[config.mk]
export PLATFORM = sky130hd
export DESIGN_NAME = if_stage
export DESIGN_NICKNAME = d
export VERILOG_FILES = /design/src/rtl/if_stage_pkg.sv /design/src/rtl/if_id_reg.sv /design/src/rtl/if_stage.sv
export SDC_FILE = /design/constraint.sdc
export NUM_CORES = 1
export LEC_CHECK = 0
export BUFFER_PORTS_ARGS = -buffer_cell sky130_fd_sc_hd__buf_2
export CAP_MARGIN = 20
export CORE_UTILIZATION = 25
export DETAILED_ROUTE_END_ITERATION = 16
export PLACE_DENSITY = 0.45
export SYNTH_ARGS = -nofsm -noshare
export SYNTH_HDL_FRONTEND = slang
export SYNTH_SLANG_ARGS = --single-unit
[constraint.sdc]
create_clock -name clk -period 2.9 [get_ports clk]
set_clock_uncertainty 0.2 [all_clocks]
set_input_delay 0.58 -clock clk [delete_from_list [all_inputs] [get_ports clk]]
set_output_delay 0.58 -clock clk [all_outputs]
set_load 0.02 [all_outputs]
[src/rtl/if_stage_pkg.sv]
// rtl/if_stage_pkg.sv - shared constants and types for the instruction-fetch stage
// Constants and types shared by the fetch stage and its IF/ID register.
package if_stage_pkg;

   localparam logic [31:0] RESET_PC_DEFAULT  = 32'h0000_0000;
   localparam logic [31:0] NOP_INSTR_DEFAULT = 32'h0000_0013;
   localparam logic [31:0] PC_STEP           = 32'd4;

   typedef enum logic [1:0] {
      PC_SEL_HOLD     = 2'd0,
      PC_SEL_REDIRECT = 2'd1,
      PC_SEL_BUBBLE   = 2'd2,
      PC_SEL_SEQ      = 2'd3
   } pc_sel_e;

   // Priority order: stall, then redirect, then memory miss, then sequential fetch.
   function automatic pc_sel_e pc_select(input logic if_write,
                                         input logic redirect_req,
                                         input logic imem_ready);
      if (!if_write)
         return PC_SEL_HOLD;
      else if (redirect_req)
         return PC_SEL_REDIRECT;
      else if (!imem_ready)
         return PC_SEL_BUBBLE;
      else
         return PC_SEL_SEQ;
   endfunction

endpackage

[src/rtl/if_id_reg.sv]
// rtl/if_id_reg.sv - IF/ID pipeline register with hold, flush and reset
// Hold has priority over flush; a flush loads a bubble that still records the PC.
import if_stage_pkg::*;

module if_id_reg #(
   parameter logic [31:0] NOP_INSTR = NOP_INSTR_DEFAULT
) (
   input  logic        clk,
   input  logic        reset,
   input  logic        hold,
   input  logic        flush,
   input  logic [31:0] instr_in,
   input  logic [31:0] pc_in,
   output logic [31:0] instr_out,
   output logic [31:0] pc_out,
   output logic        valid_out
);

   logic [31:0] instr_q, instr_d;
   logic [31:0] pc_q, pc_d;
   logic        valid_q, valid_d;

   always_comb begin
      instr_d = instr_q;
      pc_d    = pc_q;
      valid_d = valid_q;
      if (!hold) begin
         pc_d = pc_in;
         if (flush) begin
            instr_d = NOP_INSTR;
            valid_d = 1'b0;
         end else begin
            instr_d = instr_in;
            valid_d = 1'b1;
         end
      end
   end

   always_ff @(posedge clk) begin
      if (reset) begin
         instr_q <= NOP_INSTR;
         pc_q    <= 32'h0000_0000;
         valid_q <= 1'b0;
      end else begin
         instr_q <= instr_d;
         pc_q    <= pc_d;
         valid_q <= valid_d;
      end
   end

   assign instr_out = instr_q;
   assign pc_out    = pc_q;
   assign valid_out = valid_q;

endmodule

[src/rtl/if_stage.sv]
// rtl/if_stage.sv - instruction-fetch stage: PC register, next-PC select, IF/ID register
// Redirects are honoured only while IFWrite=1, since ID operands are stale under a stall.
import if_stage_pkg::*;

module if_stage #(
   parameter logic [31:0] RESET_PC  = RESET_PC_DEFAULT,
   parameter logic [31:0] NOP_INSTR = NOP_INSTR_DEFAULT
) (
   input  logic        clk,
   input  logic        reset,
   input  logic        IFWrite,
   input  logic        Branch,
   input  logic        Jump,
   input  logic [31:0] JumpAddr,
   output logic [31:0] IMemAddr,
   input  logic [31:0] IMemData,
   input  logic        IMemReady,
   output logic [31:0] Instruction_id,
   output logic [31:0] PC_id,
   output logic        Valid_id
);

   logic [31:0] pc_q, pc_d;
   logic [31:0] pc_plus_step;
   logic        redirect;
   logic        flush;
   pc_sel_e     pc_sel;

   assign redirect     = (Branch | Jump) & IFWrite;
   assign pc_sel       = pc_select(IFWrite, redirect, IMemReady);
   assign pc_plus_step = pc_q + PC_STEP;

   always_comb begin
      pc_d = pc_q;
      case (pc_sel)
         PC_SEL_REDIRECT: pc_d = JumpAddr;
         PC_SEL_SEQ:      pc_d = pc_plus_step;
         default:         pc_d = pc_q;
      endcase
   end

   always_ff @(posedge clk) begin
      if (reset)
         pc_q <= RESET_PC;
      else
         pc_q <= pc_d;
   end

   // Wrong-path fetch and memory miss both turn into a bubble in IF/ID.
   assign flush = (pc_sel == PC_SEL_REDIRECT) || (pc_sel == PC_SEL_BUBBLE);

   if_id_reg #(
      .NOP_INSTR (NOP_INSTR)
   ) u_if_id_reg (
      .clk       (clk),
      .reset     (reset),
      .hold      (~IFWrite),
      .flush     (flush),
      .instr_in  (IMemData),
      .pc_in     (pc_q),
      .instr_out (Instruction_id),
      .pc_out    (PC_id),
      .valid_out (Valid_id)
   );

   assign IMemAddr = pc_q;

endmodule

=== Word level (Yosys, flattened, before mapping) ===
Index checks and enable logic that the tools add are counted.
Widths: inputs -> output; s select.

* Flip-flop bits (word level): 97
* Bits of input ports: 70
* Output and inout port bits: 97
* Logic and storage cells: 18

* Add/subtract/negate cells: 1
* Equality and inequality tests: 3
* Muxes and demuxes: 6
* Bitwise logic cells: 2
* Reductions and logical operators: 2

{| class="wikitable"
|+ Operator list
! kind !! count
|-
| $pmux 32 s2 || 1
|-
| $add 32x3->32 const B || 1
|-
| $mux 32 || 1
|-
| $eq 2x2->1 const B || 2
|-
| $mux 2 || 2
|-
| $eq 2x1->1 const B || 1
|-
| $mux 1 || 2
|-
| $reduce_bool 2->1 || 1
|-
| $and 1x1->1 || 1
|-
| $logic_or 1x1->1 || 1
|-
| $or 1x1->1 || 1
|}

=== Logic depth before layout (Yosys ltp) ===
Gate-level depths: netlist of the first run.

* Word-level depth: 7
* Mapped depth: 12
* Depth with buffers taken out: 9

=== Cells and area by module ===
From an unflattened synthesis of the first run, not the netlist that was laid out.

* Cell total of the unflattened synthesis: 546
* Area total of the unflattened synthesis: 4700.8 um^2

{| class="wikitable"
|+ By module, submodules not included
! module !! instances !! cells an instance !! area each (um^2) !! sequential area each (um^2)
|-
| if_id_reg || 1 || 250 || 2477.4 || 1301.2
|-
| if_stage || 1 || 296 || 2223.4 || 640.6
|}

=== Worst setup path before layout of the first run ===
Ideal clock, no wire load.

* Kind: input-to-reg
* Start: in IFWrite
* End: reg pc_q[9], in the netlist IMemAddr[9]
* Setup time: 0.117 ns
* Arrival: 2.665 ns
* Data required time: 2.583 ns
* Path slack: -0.082 ns
* Cell stages on the path: 11
* Buffers on the path: 5
* Path through: clkbuf_1 -> buf_1 -> nand2_1 -> inv_1 -> ha_1 -> clkbuf_1 -> clkbuf_1 -> buf_1 -> o21ai_0 -> a21oi_1 -> nor2_1

* Cells in the longest elaborated chain, start to end: 5
* Elaborated cells on any way between the ends: 7
* Classes of those cells: eq/ne: 2; mux: 3; bitwise: 1; reduce/logical: 1

{| class="wikitable"
|+ Ends and longest elaborated chain
! element !! RTL line !! text
|-
| from (decl) || if_stage.sv:11 || <nowiki>input logic IFWrite,</nowiki>
|-
| $and 1x1->1 || if_stage.sv:29 || <nowiki>assign redirect = (Branch | Jump) & IFWrite;</nowiki>
|-
| $mux 2 || if_stage_pkg.sv:22 || <nowiki>else if (redirect_req)</nowiki>
|-
| $mux 2 (*) || if_stage_pkg.sv:20 || <nowiki>if (!if_write)</nowiki>
|-
| $eq 2x2->1 or $eq 2x1->1 (tied branches) || if_stage.sv:35 || <nowiki>case (pc_sel)</nowiki>
|-
| $pmux 32 s2 or $reduce_bool 2->1 (tied branches) || - ||
|-
| to (signal assigned) || if_stage.sv:46 || <nowiki>pc_q <= pc_d;</nowiki>
|-
| to (decl) || if_stage.sv:23 || <nowiki>logic [31:0] pc_q, pc_d;</nowiki>
|}

Every way passes the cells marked *; elsewhere a longest branch is shown, timed or not.
A chain may end at the register's enable or synchronous reset.

=== Worst setup path after layout of the first run ===
* Start: reg pc_q[2], in the netlist IMemAddr[2]
* End: reg pc_q[28], in the netlist IMemAddr[28]

* Cells in the longest elaborated chain, start to end: 2

{| class="wikitable"
|+ Ends and longest elaborated chain
! element !! RTL line !! text
|-
| $add 32x3->32 || if_stage.sv:31 || <nowiki>assign pc_plus_step = pc_q + PC_STEP;</nowiki>
|-
| $pmux 32 s2 || if_stage.sv:35 ||
|}

Every way passes these cells.

==> results.sh, run 1 <==
export IMPL_grt_pass1_wl_mm=22.1
export IMPL_power_leakage_nw=2.69
export IMPL_rr_endpoint="IMemAddr[28]"
export IMPL_drt_iter0_drc=297
export IMPL_critPathRequiredTime_ps=2930
export IMPL_area_growth_synth_to_final_pct=32.5
export IMPL_final_cell_mix="buf_2 (164), dfxtp_1 (97), nor2_1 (89), a21oi_1 (65), mux2i_1 (36)"
export IMPL_ys_top_cells_by_area="dfxtp_1 (44%), mux2i_1 (8.1%), nor2_1 (7.5%), a21oi_1 (7.3%), nor2b_1 (4.9%)"
export IMPL_finalSetupViolCount=0
export IMPL_hold_viol_final=0
export IMPL_htreeDepth=3
export IMPL_synthCells=533
export IMPL_switching_share_pct=28.2
export IMPL_r2r_start="IMemAddr[2]"
export IMPL_clk_pin_slew_ps=70
export IMPL_yosysTopAreaCellShare_pct=43.7
export IMPL_synth_nets=607
export IMPL_cp_arrival_ps=2310
export IMPL_grtUsageTotal_pct=15.7
export IMPL_clkSinkCount=97
export IMPL_cts_root_buf="clkbuf_16"
export IMPL_vias=4375
export IMPL_dpl_hpwl_mm=10.1
export IMPL_insertion_delay_ps=350
export IMPL_min_path_type="in -> reg"
export IMPL_grt_pass1_vias=4110
export IMPL_crit_type="reg -> reg"
export IMPL_cts_setup_buffers=0
export IMPL_initial_core_util_pct=25.7
export IMPL_grt_overflow=0
export IMPL_final_setup_tns_ps=0
export IMPL_die_y_um=135
export IMPL_grt_max_degree=69
export IMPL_numCtsBuffers=9
export IMPL_cts_repair_resized=0
export IMPL_fin_nets=761
export IMPL_final_common_cell="buf_2"
export IMPL_timing_critical_path_to_type="flop"
export IMPL_r2r_slack_ps=620
export IMPL_vdd_ir_drop_max_v=0.000277
export IMPL_dpl_instance_area_um2=5560
export IMPL_max_slew_margin_rel_pct=48.6
export IMPL_cts_tree="yes"
export IMPL_synth_area_leader_cell="dfxtp_1"
export IMPL_rsz0062_at_grt="no"
export IMPL_yosys_warnings=0
export IMPL_clockBufferDepth=2
export IMPL_dpl_worst_slack_ps=314
export IMPL_internal_power_mw=2.36
export IMPL_synth_area_um2=4440
export IMPL_wl_per_cell_um=15.5
export IMPL_vias_per_cell=4.77
export IMPL_hold_buffers=0
export IMPL_routed_wirelength_mm=14.2
export IMPL_p_per_area_nw_per_um2=557
export IMPL_final_cell_area_um2=5890
export IMPL_async_flop_share_pct=0
export IMPL_power_frac_clock_pct=40.5
export IMPL_outcome="complete, no violations"
export IMPL_port_buffer_count=166
export IMPL_worst_slack_ps=622
export IMPL_whs_ps=246
export IMPL_gp_congestion=0.765
export IMPL_worstSetupStartpoint="IMemAddr[2]"
export IMPL_min_period_ps=2280
export IMPL_final_period_utilization_pct=78.5
export IMPL_postSynthAreaPerCell_um2=8.33
export IMPL_yosys_most_used_dff="dfxtp_1"
export IMPL_synth_edff_count=0
export IMPL_tightest_slew_ps=771
export IMPL_synth_seq_area_share_pct=43.7
export IMPL_whs_path_depth=3
export IMPL_power_total_mw=3.28
export IMPL_cap_violations=0
export IMPL_max_clock_freq_mhz=439
export IMPL_ant_nets=0
export IMPL_start_kind="flop"
export IMPL_die_area_um2=18300
export IMPL_ys_ff_latch=97
export IMPL_nFillCells=1836
export IMPL_hp_start="IMemData[26]"
export IMPL_drv_slew=0
export IMPL_coreArea_um2=17300
export IMPL_drc=0
export IMPL_comb_power_share_pct=14.6
export IMPL_synthDistinctLibCells=56
export IMPL_grt_antenna_before_repair=2
export IMPL_path_max_fanout=8
export IMPL_detailedRoute_firstPassIterationCount=5
export IMPL_sequentialPowerShare_pct=44.9
export IMPL_dieWidth_um=135
export IMPL_worstHoldEndpoint="u_if_id_reg.instr_out[26]"
export IMPL_final_layout_size_suffix_gt1_share_pct=30.8
export IMPL_io_pins=167
export IMPL_rr_worst_depth=6
export IMPL_power_switching_mw=0.925
export IMPL_rows=48
state kept, by name, indices dropped and copies added, names as in the netlist:
register               cells
u_if_id_reg.valid_out      1
u_if_id_reg.pc_out        32
IMemAddr                  32
u_if_id_reg.instr_out     32
layer usage:
metal | routed length [um] | vias to the layer above | global-route usage [%]
li1 | - | 2189 | -
met1 | 6300 | 2014 | 19.3
met2 | 6740 | 154 | 25.5
met3 | 932 | 18 | 3.93
met4 | 265 | 0 | 7.74
met5 | 0 | - | 0
critical path: stages, from the launching register on:
cell and delay [ps]:
dfxtp_1 340, ha_1 300, nand4_4 180, nor4_4 550
nand4_1 260, mux2i_1 200, o311ai_1 110
kinds of logic (layout without fill, tap and decap cells):
family | count (synthesis) | count (layout) | share of synthesized area (%)
and+or+nand+nor | 228 | 228 | 26.5
buffers and inverters | 48 | 207 | 4.34
DFF | 97 | 97 | 43.7
adders and majority gates | 4 | 4 | 1.13
AOI/OAI and AO/OA | 120 | 120 | 16.2
muxes | 36 | 36 | 8.12
other | 0 | 1 | 0
cell type report:
cell class              instances  area [um^2]  share of cell area, %
diodes                          1         2.50                 0.0425
inverters                       9         33.8                  0.574
clock buffers                   9          225                   3.83
multi-input cells             388         2320                   39.4
well taps                     225          282                   4.78
clock inverters                 7          100                   1.70
repair buffers                182          981                   16.7
flip-flops and latches         97         1940                   33.0
Yosys cell counts (3+ instances only):
| cell type | number |
|---|---|
| inv_1 | 8 |
| ha_1 | 4 |
| a211oi_1 | 4 |
| nand3_1 | 12 |
| nor4_1 | 4 |
| nor2_1 | 89 |
| nand2_1 | 34 |
| o22ai_1 | 9 |
| a21oi_1 | 65 |
| buf_2 | 7 |
| nand4_1 | 13 |
| nor2b_1 | 35 |
| o21ai_1 | 3 |
| nor3_1 | 11 |
| mux2i_1 | 36 |
| a21o_1 | 3 |
| buf_1 | 11 |
| or4_1 | 3 |
| clkbuf_1 | 20 |
| o21ai_0 | 12 |
| a2bb2oi_1 | 3 |
| dfxtp_1 | 97 |
| and3_1 | 5 |
| a31oi_1 | 4 |
power by group through the flow:
| stage | Sequential, mW | Combinational [mW] | Clock (mW) |
|---|---|---|---|
| floorplan | 1.57 | 0.214 | 0 |
| global placement | 1.50 | 0.478 | 0 |
| detailed placement | 1.50 | 0.483 | 0 |
| CTS | 1.47 | 0.484 | 1.38 |
| global route | 1.48 | 0.523 | 1.43 |
| finish | 1.47 | 0.479 | 1.33 |
stage by stage:
step | utilization (%) | std cells
2_1_floorplan | - | 533
3_3_place_gp | 32.1 | 901
3_5_place_dp | 32.1 | 901
4_1_cts | 34.0 | 917
5_1_grt | 34.0 | 918
6_report | 34.0 | 918
worst max path at each step:
stage / end / slack [ps] / cells past startpoint
global placement: IMemAddr[30] / 350 / 8
detailed placement: IMemAddr[30] / 310 / 8
finish: IMemAddr[28] / 620 / 6
floorplan: IMemAddr[15] / 80 / 10
CTS: IMemAddr[28] / 620 / 6
global route: IMemAddr[28] / 470 / 6
No activity file was read; power rests on OpenSTA's default activity.
==> run 2: changes to the inputs <==
--- a/config.mk
+++ b/config.mk
@@ -9,7 +9,7 @@
 export CAP_MARGIN = 20
 export CORE_UTILIZATION = 25
 export DETAILED_ROUTE_END_ITERATION = 16
-export PLACE_DENSITY = 0.45
+export PLACE_DENSITY = 0.43
 export SYNTH_ARGS = -nofsm -noshare
 export SYNTH_HDL_FRONTEND = slang
 export SYNTH_SLANG_ARGS = --single-unit
==> constraint.sdc (replaced) <==
create_clock -name clk -period 2.3 [get_ports clk]
set_clock_uncertainty 0.2 [all_clocks]
set_input_delay 0.46 -clock clk [delete_from_list [all_inputs] [get_ports clk]]
set_output_delay 0.46 -clock clk [all_outputs]
set_load 0.02 [all_outputs]
==> results.sh, run 2 (same netlist as run 1, synthesis figures left out) <==
export IMPL_rows=48
export IMPL_numCtsBuffers=9
export IMPL_r2r_slack_ps=210
export IMPL_fin_nets=784
export IMPL_routed_wirelength_mm=14.4
export IMPL_final_layout_size_suffix_gt1_share_pct=33.1
export IMPL_drt_iter0_drc=211
export IMPL_dieWidth_um=135
export IMPL_clockBufferDepth=2
export IMPL_area_growth_synth_to_final_pct=37.5
export IMPL_drc=0
export IMPL_cap_violations=0
export IMPL_outcome="complete, no violations"
export IMPL_dpl_hpwl_mm=10.2
export IMPL_max_slew_margin_rel_pct=57.2
export IMPL_coreArea_um2=17300
export IMPL_grt_pass1_vias=4522
export IMPL_stdcell_count=940
export IMPL_port_buffer_count=166
export IMPL_cp_arrival_ps=2120
export IMPL_max_clock_freq_mhz=479
export IMPL_vdd_ir_drop_max_v=0.000412
export IMPL_path_max_fanout=8
export IMPL_vias=4514
export IMPL_ant_nets=0
export IMPL_final_common_cell="buf_2"
export IMPL_p_per_area_nw_per_um2=698
export IMPL_cts_root_buf="clkbuf_16"
export IMPL_placed_cells=924
export IMPL_final_period_utilization_pct=90.8
export IMPL_clkSinkCount=97
export IMPL_min_path_type="in -> reg"
export IMPL_finalSetupViolCount=0
export IMPL_grt_overflow=0
export IMPL_die_area_um2=18300
export IMPL_grtUsageTotal_pct=16.4
export IMPL_hold_viol_final=0
export IMPL_antenna_cells=0
export IMPL_grt_max_degree=92
export IMPL_htreeDepth=3
export IMPL_grt_pass1_wl_mm=23.4
export IMPL_gp_congestion=0.802
export IMPL_vias_per_cell=4.80
export IMPL_clk_pin_slew_ps=70
export IMPL_io_pins=167
export IMPL_die_y_um=135
export IMPL_crit_type="reg -> reg"
export IMPL_cts_tree="yes"
export IMPL_final_cell_mix="buf_2 (164), dfxtp_1 (97), nor2_1 (89), a21oi_1 (65), buf_4 (37)"
export IMPL_min_period_ps=2090
export IMPL_critPathRequiredTime_ps=2330
export IMPL_power_leakage_nw=2.82
export IMPL_whs_ps=130
export IMPL_rsz0062_at_grt="no"
export IMPL_worst_slack_ps=211
export IMPL_hold_buffers=0
export IMPL_detailedRoute_firstPassIterationCount=5
export IMPL_start_kind="flop"
export IMPL_timing_critical_path_to_type="flop"
export IMPL_wl_per_cell_um=15.4
export IMPL_initial_core_util_pct=25.7
export IMPL_drv_slew=0
export IMPL_grt_antenna_before_repair=0
export IMPL_tightest_slew_ps=641
export IMPL_insertion_delay_ps=350
export IMPL_dpl_worst_slack_ps=25.4
[run 2: changes by cell type in the layout (fill, tap and decap cells not counted), moves of 2 or more]
cell        change
buf_12          +2
buf_4          +21
clkinvlp_4      +2
inv_6           -2
[run 2: per-stage QoR]
step	area (um^2)	power (mW)	util [%]	TNS, ps
2_1_floorplan	4550	2.27	-	-67.8
3_3_place_gp	5760	2.54	33.3	0
3_5_place_dp	5760	2.55	33.3	0
4_1_cts	6110	4.33	35.3	0
5_1_grt	6110	4.48	35.3	0
6_report	6110	4.26	35.3	0
[run 2: worst max-delay path, stage by stage (launching register included)]
cell,delay (ps)
dfxtp_1,520
nand4_1,290
nor4_1,550
nand2_1,150
mux2i_1,170
o22ai_1,100
[run 2: layer usage]
| layer | wire, um | vias up | track usage [%] |
|---|---|---|---|
| met1 | 6520 | 2107 | 20.2 |
| met5 | 0 | - | 0 |
| met4 | 252 | 0 | 6.24 |
| met2 | 6600 | 155 | 26.5 |
| li1 | - | 2233 | - |
| met3 | 1070 | 19 | 5.05 |
[run 2: layout make-up]
| class | instances | area, um^2 |
|---|---|---|
| clock buffer | 10 | 229 |
| clock inverter | 6 | 114 |
| fill | 1858 | 11200 |
| inverter | 9 | 36.3 |
| multi-input combinational | 388 | 2320 |
| sequential | 97 | 1940 |
| tap | 225 | 282 |
| timing repair buffer | 205 | 1180 |
[run 2: path summary, 6_finish.rpt]
check / start / end / depth (start not counted)
setup / recovery: IMemAddr[24] / IMemAddr[31] / 5
hold / removal: IMemData[9] / u_if_id_reg.instr_out[9] / 3
setup reg to reg: IMemAddr[24] / IMemAddr[31] / 5
hold reg to reg: u_if_id_reg.valid_out / u_if_id_reg.valid_out / 2
[run 2: what timing repair did]
| action | CTS | global route |
|---|---|---|
| setup endpoints to repair | 0 | 1 |
| buffers inserted | 0 | 0 |
| gates resized for setup | 0 | 0 |
[run 2: where the power goes]
part           switching, mW  internal (mW)
Sequential            0.0658           1.77
Combinational          0.398          0.272
Clock                  0.690           1.07
==> run 3: changes to the inputs <==
==> constraint.sdc (replaced) <==
create_clock -name clk -period 2.3 [get_ports clk]
set_clock_uncertainty 0.2 [all_clocks]
set_input_delay 0.69 -clock clk [delete_from_list [all_inputs] [get_ports clk]]
set_output_delay 0.69 -clock clk [all_outputs]
set_load 0.02 [all_outputs]
==> results.sh, run 3 (same netlist as run 1, synthesis figures left out) <==
export IMPL_outcome="complete, no violations"
export IMPL_wl_per_cell_um=15.0
export IMPL_port_buffer_count=166
export IMPL_max_clock_freq_mhz=472
export IMPL_stdcell_count=956
export IMPL_vias=4543
export IMPL_grt_overflow=0
export IMPL_antenna_cells=0
export IMPL_vias_per_cell=4.75
export IMPL_clk_pin_slew_ps=70
export IMPL_die_y_um=135
export IMPL_drc=0
export IMPL_grt_pass1_vias=4356
export IMPL_drv_slew=0
export IMPL_numCtsBuffers=9
export IMPL_placed_cells=940
export IMPL_hp_start="u_if_id_reg.valid_out"
export IMPL_grt_antenna_before_repair=0
export IMPL_final_common_cell="buf_2"
export IMPL_rows=48
export IMPL_finalSetupViolCount=0
export IMPL_insertion_delay_ps=350
export IMPL_r2r_slack_ps=180
export IMPL_final_period_utilization_pct=92.2
export IMPL_hold_viol_final=0
export IMPL_area_growth_synth_to_final_pct=43.6
export IMPL_cts_tree="yes"
export IMPL_critPathRequiredTime_ps=2330
export IMPL_vdd_ir_drop_max_v=0.000422
export IMPL_detailedRoute_firstPassIterationCount=5
export IMPL_r2r_start="IMemAddr[2]"
export IMPL_dpl_hpwl_mm=10.6
export IMPL_min_path_type="reg -> reg"
export IMPL_routed_wirelength_mm=14.3
export IMPL_gp_congestion=0.756
export IMPL_start_kind="flop"
export IMPL_ant_nets=0
export IMPL_htreeDepth=3
export IMPL_cts_root_buf="clkbuf_16"
export IMPL_final_layout_size_suffix_gt1_share_pct=39.4
export IMPL_drt_iter0_drc=165
export IMPL_whs_ps=273
export IMPL_die_area_um2=18300
export IMPL_clockBufferDepth=2
export IMPL_timing_critical_path_to_type="flop"
export IMPL_grtUsageTotal_pct=15.9
export IMPL_tightest_slew_ps=612
export IMPL_fin_nets=800
export IMPL_hold_buffers=0
export IMPL_rsz0062_at_grt="no"
export IMPL_cap_violations=0
export IMPL_p_per_area_nw_per_um2=662
export IMPL_coreArea_um2=17300
export IMPL_worstHoldEndpoint="u_if_id_reg.valid_out"
export IMPL_cts_repair_resized=0
export IMPL_power_leakage_nw=2.92
export IMPL_io_pins=167
export IMPL_clkSinkCount=97
export IMPL_whs_path_depth=2
export IMPL_crit_type="reg -> reg"
export IMPL_path_max_fanout=5
export IMPL_dieWidth_um=135
export IMPL_grt_max_degree=43
export IMPL_final_cell_mix="buf_2 (164), dfxtp_1 (97), nor2_1 (89), buf_4 (51), mux2i_1 (36)"
export IMPL_rr_worst_depth=7
export IMPL_initial_core_util_pct=25.7
export IMPL_cts_setup_buffers=0
export IMPL_max_slew_margin_rel_pct=59.2
export IMPL_min_period_ps=2120
export IMPL_rr_endpoint="IMemAddr[20]"
export IMPL_final_setup_tns_ps=0
export IMPL_cp_arrival_ps=2150
export IMPL_grt_pass1_wl_mm=22.6
## run 3: worst max path at each step
stage	from	to	slack, ps	cells after the start
global route	IMemAddr[2]	IMemAddr[28]	30	6
global placement	Jump	IMemAddr[30]	-150	9
detailed placement	Jump	IMemAddr[19]	-210	8
finish	IMemAddr[2]	IMemAddr[20]	180	7
CTS	IMemAddr[2]	IMemAddr[20]	160	7
floorplan	IMemReady	IMemAddr[31]	-210	10
## run 3: stage by stage
stage / total power [mW] / utilization (%) / cell area [um^2] / worst slack (ps)
2_1_floorplan: 2.31 / - / 4750 / -208
3_3_place_gp: 2.59 / 35.0 / 6050 / -150
3_5_place_dp: 2.60 / 35.0 / 6050 / -210
4_1_cts: 4.30 / 36.9 / 6380 / 164
5_1_grt: 4.43 / 36.9 / 6380 / 34.0
6_report: 4.22 / 36.9 / 6380 / 179
## run 3: metal layers
layer / wire [um] / up-vias / global-route usage [%] / share of wire, %
li1: - / 2265 / - / -
met1: 6330 / 2128 / 19.9 / 44
met2: 7040 / 139 / 27.0 / 49
met3: 816 / 11 / 3.11 / 5.7
met4: 161 / 0 / 5.43 / 1.1
met5: 0 / - / 0 / 0
## run 3: layout make-up
type / count / area, um^2
Fill cell: 1784 / 10900
Multi-Input combinational cell: 388 / 2470
Sequential cell: 97 / 1940
Timing Repair Buffer: 221 / 1320
Tap cell: 225 / 282
Clock buffer: 9 / 225
Clock inverter: 7 / 103
Inverter: 9 / 36.3
## run 3: power breakdown
part / leakage, nW / internal, mW / switching (mW)
Combinational: 1.97 / 0.304 / 0.421
Clock: 0.157 / 0.965 / 0.700
Sequential: 0.794 / 1.77 / 0.0640
## run 3: critical path, stage by stage (launching register included)
cell and delay, ps:
dfxtp_1 340, ha_1 220, nand4_4 170, nor4_4 470
buf_4 210, nand2_1 80, o31ai_1 250, a21oi_1 60
